**src/rtl/imsic_msi_arbiter_pkg.sv**
```systemverilog
// ============================================================================
// Module      : imsic_msi_arbiter_pkg
// Description : IMSIC configuration, MSI request/channel types and FSM states
//               shared by the MSI arbiter and its testbench.
// Revision    : 1.0 - initial release
// ============================================================================
`default_nettype none

package imsic_msi_arbiter_pkg;

    typedef struct packed {
        int unsigned NrHarts;
        int unsigned NrSources;
        int unsigned NrInptFiles;
    } imsic_cfg_t;

    localparam imsic_cfg_t DefaultImsicCfg = '{
        NrHarts     : 32'd4,
        NrSources   : 32'd64,
        NrInptFiles : 32'd3
    };

    // One spare bit per field so out-of-range values can be presented and rejected
    localparam int unsigned UserNrHartsImsicW   = $clog2(DefaultImsicCfg.NrHarts) + 1;
    localparam int unsigned UserNrInptFilesW    = $clog2(DefaultImsicCfg.NrInptFiles) + 1;
    localparam int unsigned UserNrSourcesImsicW = $clog2(DefaultImsicCfg.NrSources) + 1;
    localparam int unsigned NrHartsImsic        = DefaultImsicCfg.NrHarts;

    localparam int unsigned NrMsiReq = 2;

    typedef enum logic [UserNrInptFilesW-1:0] {
        M_FILE  = UserNrInptFilesW'(0),
        S_FILE  = UserNrInptFilesW'(1),
        VS_FILE = UserNrInptFilesW'(2)
    } imsic_file_e;

    typedef struct packed {
        logic [UserNrHartsImsicW-1:0]   hart;
        logic [UserNrInptFilesW-1:0]    file;
        logic [UserNrSourcesImsicW-1:0] ipnum;
    } imsic_msi_req_t;

    typedef struct packed {
        logic [UserNrSourcesImsicW-1:0] setipnum;
        logic [NrHartsImsic-1:0]        imsic_en;
        logic [UserNrInptFilesW-1:0]    select_file;
    } aplic_imsic_channel_t;

    typedef enum logic [0:0] {
        EMPTY = 1'b0,
        FULL  = 1'b1
    } arb_state_e;

    function automatic logic [NrHartsImsic-1:0] hart_onehot(
        input logic [UserNrHartsImsicW-1:0] hart
    );
        return NrHartsImsic'(1) << hart;
    endfunction

endpackage

`default_nettype wire

```
**src/rtl/imsic_rr_arbiter.sv**
```systemverilog
// ============================================================================
// Module      : imsic_rr_arbiter
// Description : Generic N-way round-robin arbiter; the pointer moves past the
//               winner only when the caller signals an accepted handshake.
// Revision    : 1.0 - initial release
// ============================================================================
`default_nettype none

module imsic_rr_arbiter #(
    parameter int unsigned N     = 2,
    parameter int unsigned IDX_W = (N > 1) ? $clog2(N) : 1
) (
    input  logic             i_clk,
    input  logic             i_rst,
    input  logic [N-1:0]     i_req,
    input  logic             i_advance,
    output logic [N-1:0]     o_grant,
    output logic [IDX_W-1:0] o_idx
);

    logic [IDX_W-1:0] r_ptr;
    logic [N-1:0]     w_mask;
    logic [N-1:0]     w_hi;
    logic [N-1:0]     w_pick;

    // Requests at or above the pointer take priority; otherwise wrap to the lowest
    always_comb begin
        w_mask = ~((N'(1) << r_ptr) - N'(1));
        w_hi   = i_req & w_mask;
        w_pick = (|w_hi) ? w_hi : i_req;
        o_idx  = '0;
        for (int i = N - 1; i >= 0; i--) begin
            if (w_pick[i]) begin
                o_idx = IDX_W'(i);
            end
        end
        o_grant = '0;
        if (|i_req) begin
            o_grant = N'(1) << o_idx;
        end
    end

    always_ff @(posedge i_clk or posedge i_rst) begin
        if (i_rst) begin
            r_ptr <= '0;
        end else if (i_advance && (|i_req)) begin
            r_ptr <= (o_idx == IDX_W'(N - 1)) ? '0 : o_idx + 1'b1;
        end
    end

endmodule

`default_nettype wire

```
**src/rtl/imsic_msi_arbiter.sv**
```systemverilog
// ============================================================================
// Module      : imsic_msi_arbiter
// Description : Round-robin shares the IMSIC setipnum write port between MSI
//               requesters, range-checks each grant and registers one write.
//               Optional drop counter: define IMSIC_ARB_DROP_CNT_EN.
// Revision    : 1.0 - initial release
// ============================================================================
`default_nettype none

module imsic_msi_arbiter
    import imsic_msi_arbiter_pkg::*;
#(
    parameter int unsigned NR_REQ   = NrMsiReq,
    parameter int unsigned NR_HARTS = DefaultImsicCfg.NrHarts,
    parameter int unsigned NR_SRC   = DefaultImsicCfg.NrSources,
    parameter int unsigned NR_FILES = DefaultImsicCfg.NrInptFiles
) (
    input  logic                                i_clk,
    input  logic                                i_rst,
    input  imsic_msi_req_t [NR_REQ-1:0]         i_req,
    input  logic [NR_REQ-1:0]                   i_req_valid,
    output logic [NR_REQ-1:0]                   o_req_ready,
    output aplic_imsic_channel_t                o_channel,
    input  logic                                i_imsic_stall,
    output logic                                o_drop,
    output logic [15:0]                         o_drop_cnt,
    input  logic                                i_drop_cnt_clr
);

    localparam int unsigned IDX_W = (NR_REQ > 1) ? $clog2(NR_REQ) : 1;

    arb_state_e           r_state;
    arb_state_e           w_state_nxt;
    aplic_imsic_channel_t r_channel;
    aplic_imsic_channel_t w_channel_nxt;
    logic                 r_drop;
    logic                 w_drop_nxt;

    logic [NR_REQ-1:0]    w_grant;
    logic [IDX_W-1:0]     w_idx;
    imsic_msi_req_t       w_sel;
    logic                 w_free;
    logic                 w_consume;
    logic                 w_accept;
    logic                 w_in_range;

    imsic_rr_arbiter #(
        .N     (NR_REQ),
        .IDX_W (IDX_W)
    ) u_rr (
        .i_clk     (i_clk),
        .i_rst     (i_rst),
        .i_req     (i_req_valid),
        .i_advance (w_free),
        .o_grant   (w_grant),
        .o_idx     (w_idx)
    );

    assign w_consume   = (r_state == FULL) && !i_imsic_stall;
    assign w_free      = (r_state == EMPTY) || !i_imsic_stall;
    assign w_accept    = w_free && (|i_req_valid);
    assign o_req_ready = w_free ? w_grant : '0;
    assign w_sel       = i_req[w_idx];

    assign w_in_range = (w_sel.ipnum != '0)
                     && (32'(w_sel.ipnum) < NR_SRC)
                     && (32'(w_sel.file)  < NR_FILES)
                     && (32'(w_sel.hart)  < NR_HARTS);

    // A consume and a reload in the same cycle keep the register FULL
    always_comb begin
        w_state_nxt   = r_state;
        w_channel_nxt = r_channel;
        w_drop_nxt    = 1'b0;
        if (w_consume) begin
            w_state_nxt   = EMPTY;
            w_channel_nxt = '0;
        end
        if (w_accept) begin
            if (w_in_range) begin
                w_state_nxt               = FULL;
                w_channel_nxt.setipnum    = w_sel.ipnum;
                w_channel_nxt.imsic_en    = hart_onehot(w_sel.hart);
                w_channel_nxt.select_file = w_sel.file;
            end else begin
                w_drop_nxt = 1'b1;
            end
        end
    end

    always_ff @(posedge i_clk or posedge i_rst) begin
        if (i_rst) begin
            r_state   <= EMPTY;
            r_channel <= '0;
            r_drop    <= 1'b0;
        end else begin
            r_state   <= w_state_nxt;
            r_channel <= w_channel_nxt;
            r_drop    <= w_drop_nxt;
        end
    end

    assign o_channel = r_channel;
    assign o_drop    = r_drop;

`ifdef IMSIC_ARB_DROP_CNT_EN
    logic [15:0] r_drop_cnt;

    always_ff @(posedge i_clk or posedge i_rst) begin
        if (i_rst) begin
            r_drop_cnt <= '0;
        end else if (i_drop_cnt_clr) begin
            r_drop_cnt <= '0;
        end else if (r_drop && (r_drop_cnt != 16'hFFFF)) begin
            r_drop_cnt <= r_drop_cnt + 16'd1;
        end
    end

    assign o_drop_cnt = r_drop_cnt;
`else
    logic w_unused_drop_cnt_clr;

    assign w_unused_drop_cnt_clr = i_drop_cnt_clr;
    assign o_drop_cnt            = '0;
`endif

endmodule

`default_nettype wire

```
**config.mk**
```make
export PLATFORM = sky130hd
export DESIGN_NAME = imsic_msi_arbiter
export DESIGN_NICKNAME = d
export VERILOG_FILES = /design/src/rtl/imsic_msi_arbiter_pkg.sv /design/src/rtl/imsic_rr_arbiter.sv /design/src/rtl/imsic_msi_arbiter.sv
export SDC_FILE = /design/constraint.sdc
export NUM_CORES = 1
export LEC_CHECK = 0
export ABC_CLOCK_PERIOD_IN_PS = 2300
export BUFFER_PORTS_ARGS = -buffer_cell sky130_fd_sc_hd__buf_4
export CAP_MARGIN = 20
export CORE_AREA = 2 2 65 67
export DETAILED_ROUTE_END_ITERATION = 8
export DIE_AREA = 0 0 67 69
export PLACE_DENSITY = 0.64
export SYNTH_ARGS = -nofsm -noshare
export SYNTH_HDL_FRONTEND = slang
export SYNTH_HIERARCHICAL = 1
export SYNTH_SLANG_ARGS = --single-unit
export TNS_END_PERCENT = 30
```
**constraint.sdc**
```tcl
create_clock -name i_clk -period 2.3 [get_ports i_clk]
set_input_delay 0.23 -clock i_clk [delete_from_list [all_inputs] [get_ports i_clk]]
set_output_delay 0.23 -clock i_clk [all_outputs]
set_load 0.01 [all_outputs]
```
# [Word-level counts from Yosys, hierarchy flattened]
# Index checks and enable logic that the tools add are counted.
[op_classes] shifts=3 addsub=2 bitwise=3 n_lt_le_gt_ge=4 n_mux=16 n_reduce_logical=10
[op_table] cell="$mux W14" count=3
[op_table] cell="$mux W13" count=2
[op_table] cell="$mux W1" count=8
[op_table] cell="$lt A7 B7 Y1 const B" count=1
[op_table] cell="$reduce_bool A7 Y1" count=1
[op_table] cell="$mux W2" count=3
[op_table] cell="$logic_and A1 B1 Y1" count=5
[op_table] cell="$reduce_or A2 Y1" count=2
[op_table] cell="$shl A1 B1 Y2 const A" count=2
[op_table] cell="$shl A1 B3 Y4 const A" count=1
[op_table] cell="$lt A3 B2 Y1 const B" count=1
[op_table] cell="$lt A3 B3 Y1 const B" count=1
[op_table] cell="$and A2 B2 Y2" count=1
[op_table] cell="$lt A1 B2 Y1 const B" count=1
[op_table] cell="$not A2 Y2" count=1
[op_table] cell="$sub A2 B2 Y2 const B" count=1
[op_table] cell="$add A1 B1 Y1 const B" count=1
[op_table] cell="$logic_not A1 Y1" count=1
[op_table] cell="$logic_or A1 B1 Y1" count=1
[op_table] cell="$not A1 Y1" count=1
[word_totals] reg_bits=17 inputBits=32

# [Depth between registers and ports, before layout]
# Gate-level depths: netlist (run 1).
[depth] ltp_word=16 depth_mapped=8

# [Modules after synthesis]
# Netlist (run 1), hierarchy kept.
[modules_own_cells] module="imsic_msi_arbiter" seq_area_each_um2=400.4 n_inst=1 cells_per_inst=102 area_each_um2=1054.8
[modules_own_cells] module="imsic_rr_arbiter" seq_area_each_um2=25.0 n_inst=1 cells_per_inst=8 area_each_um2=66.3

# [Worst setup path before layout (run 1)]
# Ideal clock, no wire load.
[synth_path] kind="register to register" start="register u_rr.r_ptr" end="register r_channel, in the netlist o_channel[5]" synth_period_minus_slack_ps=1988 t_required_ps=2221 n_path_buf=1 arrival_ps=1908 path_stages_with_launch=8 slack_ps=312 cell_sequence="dfrtp_1 > inv_1 > a21boi_1 > nor4b_4 > o211ai_2 > a2111oi_4 > buf_6 > mux2i_1"
[synth_rtl] element="from (decl)" line="imsic_rr_arbiter.sv:21" rtl="logic [IDX_W-1:0] r_ptr;"
[synth_rtl] element="from (signal assigned)" line="imsic_rr_arbiter.sv:47" rtl="r_ptr <= (o_idx == IDX_W'(N - 1)) ? '0 : o_idx + 1'b1;"
[synth_rtl] element="to (signal assigned)" line="imsic_msi_arbiter.sv:98" rtl="r_channel <= w_channel_nxt;"
[synth_rtl] element="to (decl)" line="imsic_msi_arbiter.sv:34" rtl="aplic_imsic_channel_t r_channel;"

==> results of run 1 <==
## synth_stat cells
cell type and number:
sky130_fd_sc_hd__mux2i_1 20, sky130_fd_sc_hd__dfrtp_1 17, sky130_fd_sc_hd__buf_4 16, sky130_fd_sc_hd__nand2_1 15, sky130_fd_sc_hd__inv_1 5, sky130_fd_sc_hd__nor2_1 4, sky130_fd_sc_hd__a21boi_1 2, sky130_fd_sc_hd__a21oi_1 2
sky130_fd_sc_hd__a31oi_1 2, sky130_fd_sc_hd__and2_1 2, sky130_fd_sc_hd__and3b_2 2, sky130_fd_sc_hd__nor4_2 2, sky130_fd_sc_hd__a2111oi_4 1, sky130_fd_sc_hd__a211oi_1 1, sky130_fd_sc_hd__a21boi_0 1, sky130_fd_sc_hd__a21o_1 1
sky130_fd_sc_hd__a32oi_1 1, sky130_fd_sc_hd__buf_1 1, sky130_fd_sc_hd__buf_2 1, sky130_fd_sc_hd__buf_6 1, sky130_fd_sc_hd__clkbuf_1 1, sky130_fd_sc_hd__conb_1 1, sky130_fd_sc_hd__nand2b_1 1, sky130_fd_sc_hd__nand3_1 1
sky130_fd_sc_hd__nand3b_1 1, sky130_fd_sc_hd__nor3_1 1, sky130_fd_sc_hd__nor3_2 1, sky130_fd_sc_hd__nor4b_4 1, sky130_fd_sc_hd__o211ai_2 1, sky130_fd_sc_hd__o21ai_0 1, sky130_fd_sc_hd__o32a_1 1, sky130_fd_sc_hd__or4_1 1
sky130_fd_sc_hd__or4_4 1
## routing by layer
metal	share of wire (%)	track usage, %
met1	46	15.6
met2	44	16.7
met3	9.3	3.75
met4	0.57	4.08
met5	0	0
## power groups by stage
| stage | Sequential, mW | Clock (mW) | Combinational, mW |
|---|---|---|---|
| after floorplan | 0.436 | 0 | 0.162 |
| after global placement | 0.410 | 0 | 0.355 |
| after detailed placement | 0.410 | 0 | 0.358 |
| after CTS | 0.405 | 0.231 | 0.361 |
| after global routing | 0.412 | 0.251 | 0.393 |
| final | 0.403 | 0.220 | 0.355 |
## layout by cell type, fill, tap and decap left out
cell and n:
sky130_fd_sc_hd__a2111oi_4 1, sky130_fd_sc_hd__a211oi_1 1, sky130_fd_sc_hd__a21boi_0 1, sky130_fd_sc_hd__a21boi_1 1, sky130_fd_sc_hd__a21boi_2 1, sky130_fd_sc_hd__a21o_1 1, sky130_fd_sc_hd__a21oi_1 2, sky130_fd_sc_hd__a31oi_1 2
sky130_fd_sc_hd__a32oi_1 1, sky130_fd_sc_hd__and2_1 2, sky130_fd_sc_hd__and3b_2 2, sky130_fd_sc_hd__buf_4 51, sky130_fd_sc_hd__clkbuf_1 1, sky130_fd_sc_hd__clkbuf_8 3, sky130_fd_sc_hd__conb_1 16, sky130_fd_sc_hd__dfrtp_1 17
sky130_fd_sc_hd__dlygate4sd3_1 1, sky130_fd_sc_hd__inv_1 5, sky130_fd_sc_hd__mux2i_1 20, sky130_fd_sc_hd__nand2_1 15, sky130_fd_sc_hd__nand2b_1 1, sky130_fd_sc_hd__nand3_1 1, sky130_fd_sc_hd__nand3b_1 1, sky130_fd_sc_hd__nor2_1 4
sky130_fd_sc_hd__nor3_1 1, sky130_fd_sc_hd__nor3_2 1, sky130_fd_sc_hd__nor4_2 2, sky130_fd_sc_hd__nor4b_4 1, sky130_fd_sc_hd__o211ai_2 1, sky130_fd_sc_hd__o21ai_0 1, sky130_fd_sc_hd__o32a_1 1, sky130_fd_sc_hd__or4_1 1
sky130_fd_sc_hd__or4_4 1
## cells by family after synthesis
family	Yosys count	share of synthesized area, %
AOI/OAI and AO/OA	14	11.0
buffers and inverters	25	14.5
DFF	17	37.9
muxes	20	17.9
other	1	0.335
and+or+nand+nor	33	18.3
## final timing paths
path | from | endpoint | slack, ps | depth (start not counted)
max in group asynchronous | i_rst | o_channel[0] | 1230 | 3
max | u_rr/r_ptr | o_channel[5] | 190 | 7
min | i_req_valid[1] | u_rr/r_ptr | 200 | 2
min reg2reg | r_state | r_state | 510 | 1
min in group asynchronous | i_rst | u_rr/r_ptr | 380 | 3
max reg2reg | u_rr/r_ptr | o_channel[5] | 190 | 7
## final cells by class
type / instances / area (um2) / share of cell area, %
sequential: 17 / 425 / 27.7
timing repair buffer: 52 / 393 / 25.5
clock buffer: 4 / 45.0 / 2.93
tap: 50 / 62.6 / 4.07
inverter: 5 / 18.8 / 1.22
multi-input combinational: 83 / 593 / 38.6
## what timing repair did
action,4_1_cts,5_1_grt
hold buffers,1,0
hold endpoints to repair,1,0
endpoints found under the setup margin,0,8
setup buffers,0,0
## per-stage QoR
step	setup WS, ps	util, %	cells	hold slack (ps)	total power, mW
CTS	133	39.3	211	197	0.997
floorplan	312	-	125	-41.3	0.598
detailed placement	152	37.9	206	84.9	0.768
global route	7.92	39.3	211	206	1.06
global placement	198	37.9	206	83.3	0.764
finish	190	39.3	211	200	0.979
## worst register-to-register path: stages (launching register included)
cell and delay [ps]:
sky130_fd_sc_hd__dfrtp_1 380, sky130_fd_sc_hd__inv_1 80, sky130_fd_sc_hd__a21boi_2 260, sky130_fd_sc_hd__buf_4 270, sky130_fd_sc_hd__nor4_2 100, sky130_fd_sc_hd__a2111oi_4 450
sky130_fd_sc_hd__buf_4 280, sky130_fd_sc_hd__mux2i_1 210
## state kept, by name, indices dropped and copies added (netlist names)
register	cells
o_channel	14
o_drop	1
r_state	1
u_rr/r_ptr	1
==> flow_results.org, run 1 <==
** Route
- Via density per instance :: approximately 4.2
- Post-detailed-routing wire length :: 2460 um
- The first routing iteration left 18 violations.
- Summing over every cut layer, the via total after detailed routing is slightly below 900.
- After detailed routing, the average wire length per cell comes to 11.7 um.
- Detailed-route DRC error count :: 0
- In this run the remaining antenna-violating nets after routing total 0.
- For this run, the detailed router's first-pass iteration total came to 4.

** Worst setup path
- Cell with the largest stage delay on the worst path :: sky130_fd_sc_hd__a2111oi_4
- The worst setup path is launched from a register.
- Crit path kind :: reg2reg
- Among cell families on the critical path, the largest total delay comes from compound AO/OA/AOI/OAI gates.
- The most numerous cell type found on the critical path is sky130_fd_sc_hd__buf_4.
- The number of buffers and inverters on the critical path is 3.
- Stage delay of the slowest cell on the critical path :: approximately 450 ps
- Data arrival time of the critical path :: between 2000 and 2500 ps
- Worst Setup End Kind :: register
- For the worst setup path, the data required time is 2460 ps.
- Along the worst path, the maximum fanout reaches 9.
- The signal on the critical path passes through inv_1 > a21boi_2 > buf_4 > nor4_2 > a2111oi_4 > buf_4 > mux2i_1.

** Placement
- After legalization and detailed placement, the total HPWL measured slightly below 2000 um.
- Number of I/O port buffers :: 47
- RD Place Congestion :: 0.753
- Total cell area at the placement stage :: between 1000 and 1500 um2

** Layout
- In the final layout, the share of cells above drive strength 1 is 39.8%.
- Total Nets Final :: 194
- Once layout is done, the placed cells without fillers occupy 1540 um2.
- Count of inserted antenna diode cells :: 0
- Area growth from synthesis to layout :: 37.2%
- Count of filler cells inserted in the layout :: 417

** Pwr
- Summed over all cells, the static leakage comes to 0.756 nW.
- Internal power consumption :: about 0.67 mW
- The share of total power dissipated in sequential elements is 41.2%.
- The clock network is responsible for between 20% and 30% of the overall power.
- Sw Share :: a little under a third
- Part of the power in combinational logic :: between 30% and 40%
- Max VDD drop :: 0.208 mV
- Dividing total power by cell area gives a power density of 637 nW/um2.
- The analysis attributes to net switching a power of just over 0.3 mW.

** Job
- Across the run, the number of max-cap violations was 0.

** CTS
- TritonCTS built the clock tree.
- Number of CTS-inserted buffers :: 3
- The clock net in this run drives a total of 17 sinks.
- Gates resized, CTS repair :: 0
- After clock tree synthesis, the clock-pin slew on the worst setup and hold paths is 60 ps.
- In this run the number of H-tree levels came out at 1.
- For the worst-skew pair, the clock arrives at the later sink with an insertion delay of 250 ps.
- Buffers from clock root to sink, at most :: 2
- The root buffer cell chosen for the clock tree is sky130_fd_sc_hd__clkbuf_8.

** Min path
- The path class of the tightest hold or removal check is in2reg.

** Floorplanning
- In this run the horizontal extent of the chip is 67 um.
- Die outline height :: 69 um
- Row generation in the floorplan step produced 23 rows.
- Starting utilization of the core area :: around 29%
- The die covers 4620 um2.
- Core area :: a little under 4000 um2
- 65 I/O pins were placed.

** Global route
- Initial antenna violation count :: 0
- The first global-routing pass estimated 4090 um of wire.
- Number of global-route vias before repair :: 897
- Pin count of the biggest net entering global routing :: 17
- Overflow left after global routing :: 0
- Global routing used 11.4% of the available tracks.

** Logic synthesis
- Cell taking the most area after synthesis :: sky130_fd_sc_hd__dfrtp_1
- Synthesized instance count :: 110
- Share of the yosys chip area belonging to registers :: 37.9%
- Largest cells by area after synthesis :: sky130_fd_sc_hd__dfrtp_1 38%, sky130_fd_sc_hd__mux2i_1 18%, sky130_fd_sc_hd__buf_4 11%
- Yosys printed 6 warnings.
- The share of synthesized area in the top cell type comes to 37.9%.
- Number of distinct library cells after synthesis :: 33
- Dividing the synthesized area by the synthesized cell count gives 10.2 um2.
- The synthesized netlist occupies a cell area of 1120 um2.
- Counting flops and latches in the post-synthesis netlist gives 17.

** Timing
- Final hold violations :: 0
- Count of final max-slew check failures :: 0
- After layout, the worst path uses between 90 and 100% of the clock period.
- Worst relative slew slack :: 55.3%
- Number of endpoints failing setup at the final stage :: 0
- On the final layout, the worst clock skew is 5.77 ps.
- For this run, the top clock speed supported by timing is between 400 and 500 MHz.
- After routing, the total negative slack on setup checks comes to 0 ps.
- Worst Max-Slew Pin Slew :: roughly 670 ps
- Setup repair after global routing left no endpoint under its margin.
- The routed design could run at a clock period as short as 2110 ps.

** Outcome
- Status :: complete, no violations
Note: power is estimated with default switching activity, not from simulation.
==> run 2: changes to the inputs <==
--- a/config.mk
+++ b/config.mk
@@ -5,13 +5,14 @@
 export SDC_FILE = /design/constraint.sdc
 export NUM_CORES = 1
 export LEC_CHECK = 0
+export ABC_AREA = 1
 export ABC_CLOCK_PERIOD_IN_PS = 2300
 export BUFFER_PORTS_ARGS = -buffer_cell sky130_fd_sc_hd__buf_4
 export CAP_MARGIN = 20
-export CORE_AREA = 2 2 65 67
+export CORE_AREA = 2 2 68 70
 export DETAILED_ROUTE_END_ITERATION = 8
-export DIE_AREA = 0 0 67 69
-export PLACE_DENSITY = 0.64
+export DIE_AREA = 0 0 70 72
+export PLACE_DENSITY = 0.63
 export SYNTH_ARGS = -nofsm -noshare
 export SYNTH_HDL_FRONTEND = slang
 export SYNTH_HIERARCHICAL = 1
==> flow_results.org, run 2 <==
** CTS
- Gates resized, CTS repair :: 0 (unchanged)
- Skew-Pair Late Insertion Delay :: 250 ps (about the same)
- Number of buffers inserted by hold repair at cts :: 1 (unchanged)
- # clock sinks :: 17 (unchanged)
- Clk Tree Root Cell :: sky130_fd_sc_hd__clkbuf_8
- Clock transition time at the flip-flop clock pins of the worst setup and hold paths :: 60 ps (about the same)
- Postcts setup bufs :: 0 (unchanged)
- TritonCTS built the clock tree.
- The maximum root-to-sink buffer count came to 2 (unchanged).
- Number of CTS-inserted buffers :: 3 (unchanged)
- The H-tree depth reported by CTS came to 1 (unchanged).

** Placement
- The sum of net half-perimeters after detailed placement came to 2020 um (+1.8%).
- The routability-driven placement congestion ratio is 0.665 (-12%).
- Number of I/O port buffers :: 47 (unchanged)

** Global route
- The total congestion overflow is 0 (unchanged).
- The global-route wire length before repair was 4210 um (+2.9%).
- Initial antenna violation count :: 0 (unchanged)
- The number of global-route vias before repair is 970 (+8.1%).
- Busiest layer in global routing :: met2
- Pin count of the biggest net entering global routing :: 17 (unchanged)
- The global-route met3 utilization is 1.81% (-1.9 points).
- The total global routing track utilization was 10.5% (-0.88 points).
- The global routing met1 resource utilization came to 14.2% (-1.3 points).
- Met2 GRT Util :: 15.6% (-1.2 points)

** Timing
- The post-route minimum period is 1860 ps (-254 ps).
- The maximum clock rate was 539 MHz (+14%).
- RSZ-0062 raised after global routing :: false
- The number of setup violations in the final report was 0 (unchanged).
- The worst-case clock skew was 1.94 ps (-3.83 ps).
- The slew at the pin closest to its max-slew limit is 590 ps (-78.9 ps).
- The count of final max-slew check failures came to 0 (unchanged).
- The number of hold violations in the final report was 0 (unchanged).
- The final period utilization is 80.7% (-11 points).
- Worst relative slew slack :: 60.6% (+5.3 points)
- Accumulated negative setup slack :: 0 ps (unchanged)

** Worst setup path
- Worst Setup End Kind :: register
- Maximum net fanout on the critical path :: 15 (+6)
- The setup path with the least slack is of type reg2reg.
- Startpoint types :: register
- Slack of the worst reg-to-reg path :: 440 ps (+250 ps)
- The data required time of the critical path came to 2440 ps (-20 ps).
- The arrival time reported for the critical path endpoint came to 2000 ps (-270 ps).

** Logic synthesis
- The synthesis warning total was 6 (unchanged).
- The count of mapped cells out of synthesis was 182 (+65%).
- The number of different library cells in the post-synthesis netlist came to 18 (-45%).
- Cell taking the most area after synthesis :: sky130_fd_sc_hd__dfrtp_1
- Count leader, synth :: sky130_fd_sc_hd__nand2_1
- Average instance area after synthesis :: 6.81 um2 (-33%)
- The register bit count reported by yosys came to 17 (unchanged).
- The fraction of synthesized cell area taken by the top area cell type came to 34.3% (-3.6 points).
- The count of flip-flops with a built-in enable after synthesis is 0 (unchanged).
- Share of the yosys chip area belonging to registers :: 34.3% (-3.6 points)
- Counting instances in the post-synthesis netlist gives the leading cell types as 53 x sky130_fd_sc_hd__nand2_1, 26 x sky130_fd_sc_hd__inv_1, 25 x sky130_fd_sc_hd__nor2_1, 19 x sky130_fd_sc_hd__buf_4, 17 x sky130_fd_sc_hd__dfrtp_1.
- Largest cells by area after synthesis :: sky130_fd_sc_hd__dfrtp_1 34%, sky130_fd_sc_hd__nand2_1 16%, sky130_fd_sc_hd__buf_4 12%
- The post-synth design cell area was 1240 um2 (+10%).
- Main synth FF type :: sky130_fd_sc_hd__dfrtp_1
- The async set-or-reset flop fraction in the synthesized netlist came to 100% (unchanged).

** Route
- The post-route DRC violation count was 0 (unchanged).
- The post-detailed-route wirelength per cell was 8.99 um (-23%).
- Drt first pass iters :: 4 (unchanged)
- The total wire length after detailed routing is 2540 um (+3.0%).
- Remaining number of nets flagged by the antenna check after routing :: 0 (unchanged)
- The total number of vias came to 1,121 (+26%).
- The number of vias per cell after detailed routing is 3.98 (-6.0%).
- Detailed Route Iter0 Violations :: 47 (+29)

** Layout
- Most frequent standard cell in the layout excluding fill and tap cells :: sky130_fd_sc_hd__nand2_1
- Count of filler cells inserted in the layout :: 508 (+22%)
- The area of all sequential standard cells was 425 um2 (unchanged).
- Multi-input combinational cell area :: 586 um2 (-1.3%)
- Total Nets Final :: 263 (+36%)
- The flip-flop count of the largest register, all copies and words added was 14 (unchanged).
- Count of inserted antenna diode cells :: 0 (unchanged)
- From synthesis to final layout, the design area changed by 30.7%.
- Top library cells by usage in the layout, fill and taps aside :: 53 x sky130_fd_sc_hd__nand2_1, 50 x sky130_fd_sc_hd__buf_4, 26 x sky130_fd_sc_hd__inv_1
- The fraction of final layout cells sized beyond drive strength 1 is 30.9% (-8.9 points).

** Pwr
- The total power consumption of the routed design was 1.04 mW (+6.2%).
- The power per standard cell area was 642 nW/um2 (+0.84%).
- Max VDD drop :: 0.268 mV (+29%)
- Leak pwr :: 0.944 nW (+25%)

** Floorplanning
- Die area :: 5040 um2 (+9.0%)
- The standard cell core area came to 4260 um2 (+9.0%).
- Boundary Pins :: 65 (unchanged)
- The number of standard-cell rows in the floorplan was 24 (+4.3%).
- The die height is 72 um (+4.3%).
- Chip width :: 70 um (+4.5%)
- The initial standard-cell utilization of the core is 29.0% (+0.40 points).

** Outcome
- Status :: complete, no violations

** Job
- The reported max-cap violation count came to 0 (unchanged).

** Min path
- Worst hold path type :: in2reg
run 2: cell families (layout without fill, tap and decap cells):
logic type      Yosys count  in the layout  synth area share (%)
simple gates            105            105                  39.0
compound gates            7              7                  3.43
buf+inv                  52             85                  22.9
flops                    17             17                  34.3
other cells               1             16                 0.303
run 2: path summary, 6_finish.rpt:
check | start | to | cells past startpoint
setup / recovery | u_rr/r_ptr | o_channel[1] | 12
hold / removal | i_req_valid[0] | u_rr/r_ptr | 3
setup reg to reg | u_rr/r_ptr | o_channel[1] | 12
hold reg to reg | u_rr/r_ptr | u_rr/r_ptr | 2
max in group asynchronous | i_rst | o_channel[5] | 3
min in group asynchronous | i_rst | u_rr/r_ptr | 3
run 2: power by group:
| group | internal, mW | leakage (nW) | switching, mW |
|---|---|---|---|
| clock | 0.123 | 0.0228 | 0.0948 |
| combinational | 0.198 | 0.701 | 0.224 |
| sequential | 0.366 | 0.221 | 0.0342 |
run 2: per-layer routing:
layer / wire, um / part of all wire [%]
met5: 0 / 0
met4: 67 / 2.6
met3: 204 / 8.0
met2: 1120 / 44
met1: 1140 / 45
run 2: cell type report:
class / instances / share of cell area [%]
multi-input combinational: 128 / 36.2
tap: 52 / 4.02
inverter: 30 / 6.96
timing repair buffer: 51 / 23.8
clock buffer: 4 / 2.78
sequential: 17 / 26.3
run 2: through the flow:
step	std cells	utilization, %	worst slack [ps]	hold WS [ps]	cell area [um2]
after CTS	282	38.0	415	243	1620
after global placement	277	36.7	436	80.9	1560
after global routing	282	38.0	138	258	1620
final	282	38.0	444	259	1620
after detailed placement	277	36.7	444	83.8	1560
after floorplan	197	-	689	-41.3	1290
run 2: critical path, cell delays in order (launching register included):
cell and delay (ps):
sky130_fd_sc_hd__dfrtp_1 380, sky130_fd_sc_hd__inv_1 80, sky130_fd_sc_hd__a21boi_1 120, sky130_fd_sc_hd__buf_4 200, sky130_fd_sc_hd__inv_2 100, sky130_fd_sc_hd__nor2_1 90
sky130_fd_sc_hd__nand2_1 50, sky130_fd_sc_hd__nand2_1 60, sky130_fd_sc_hd__nand2_1 60, sky130_fd_sc_hd__inv_2 190, sky130_fd_sc_hd__nand3_4 240, sky130_fd_sc_hd__nand2_1 120
sky130_fd_sc_hd__nand2_1 50
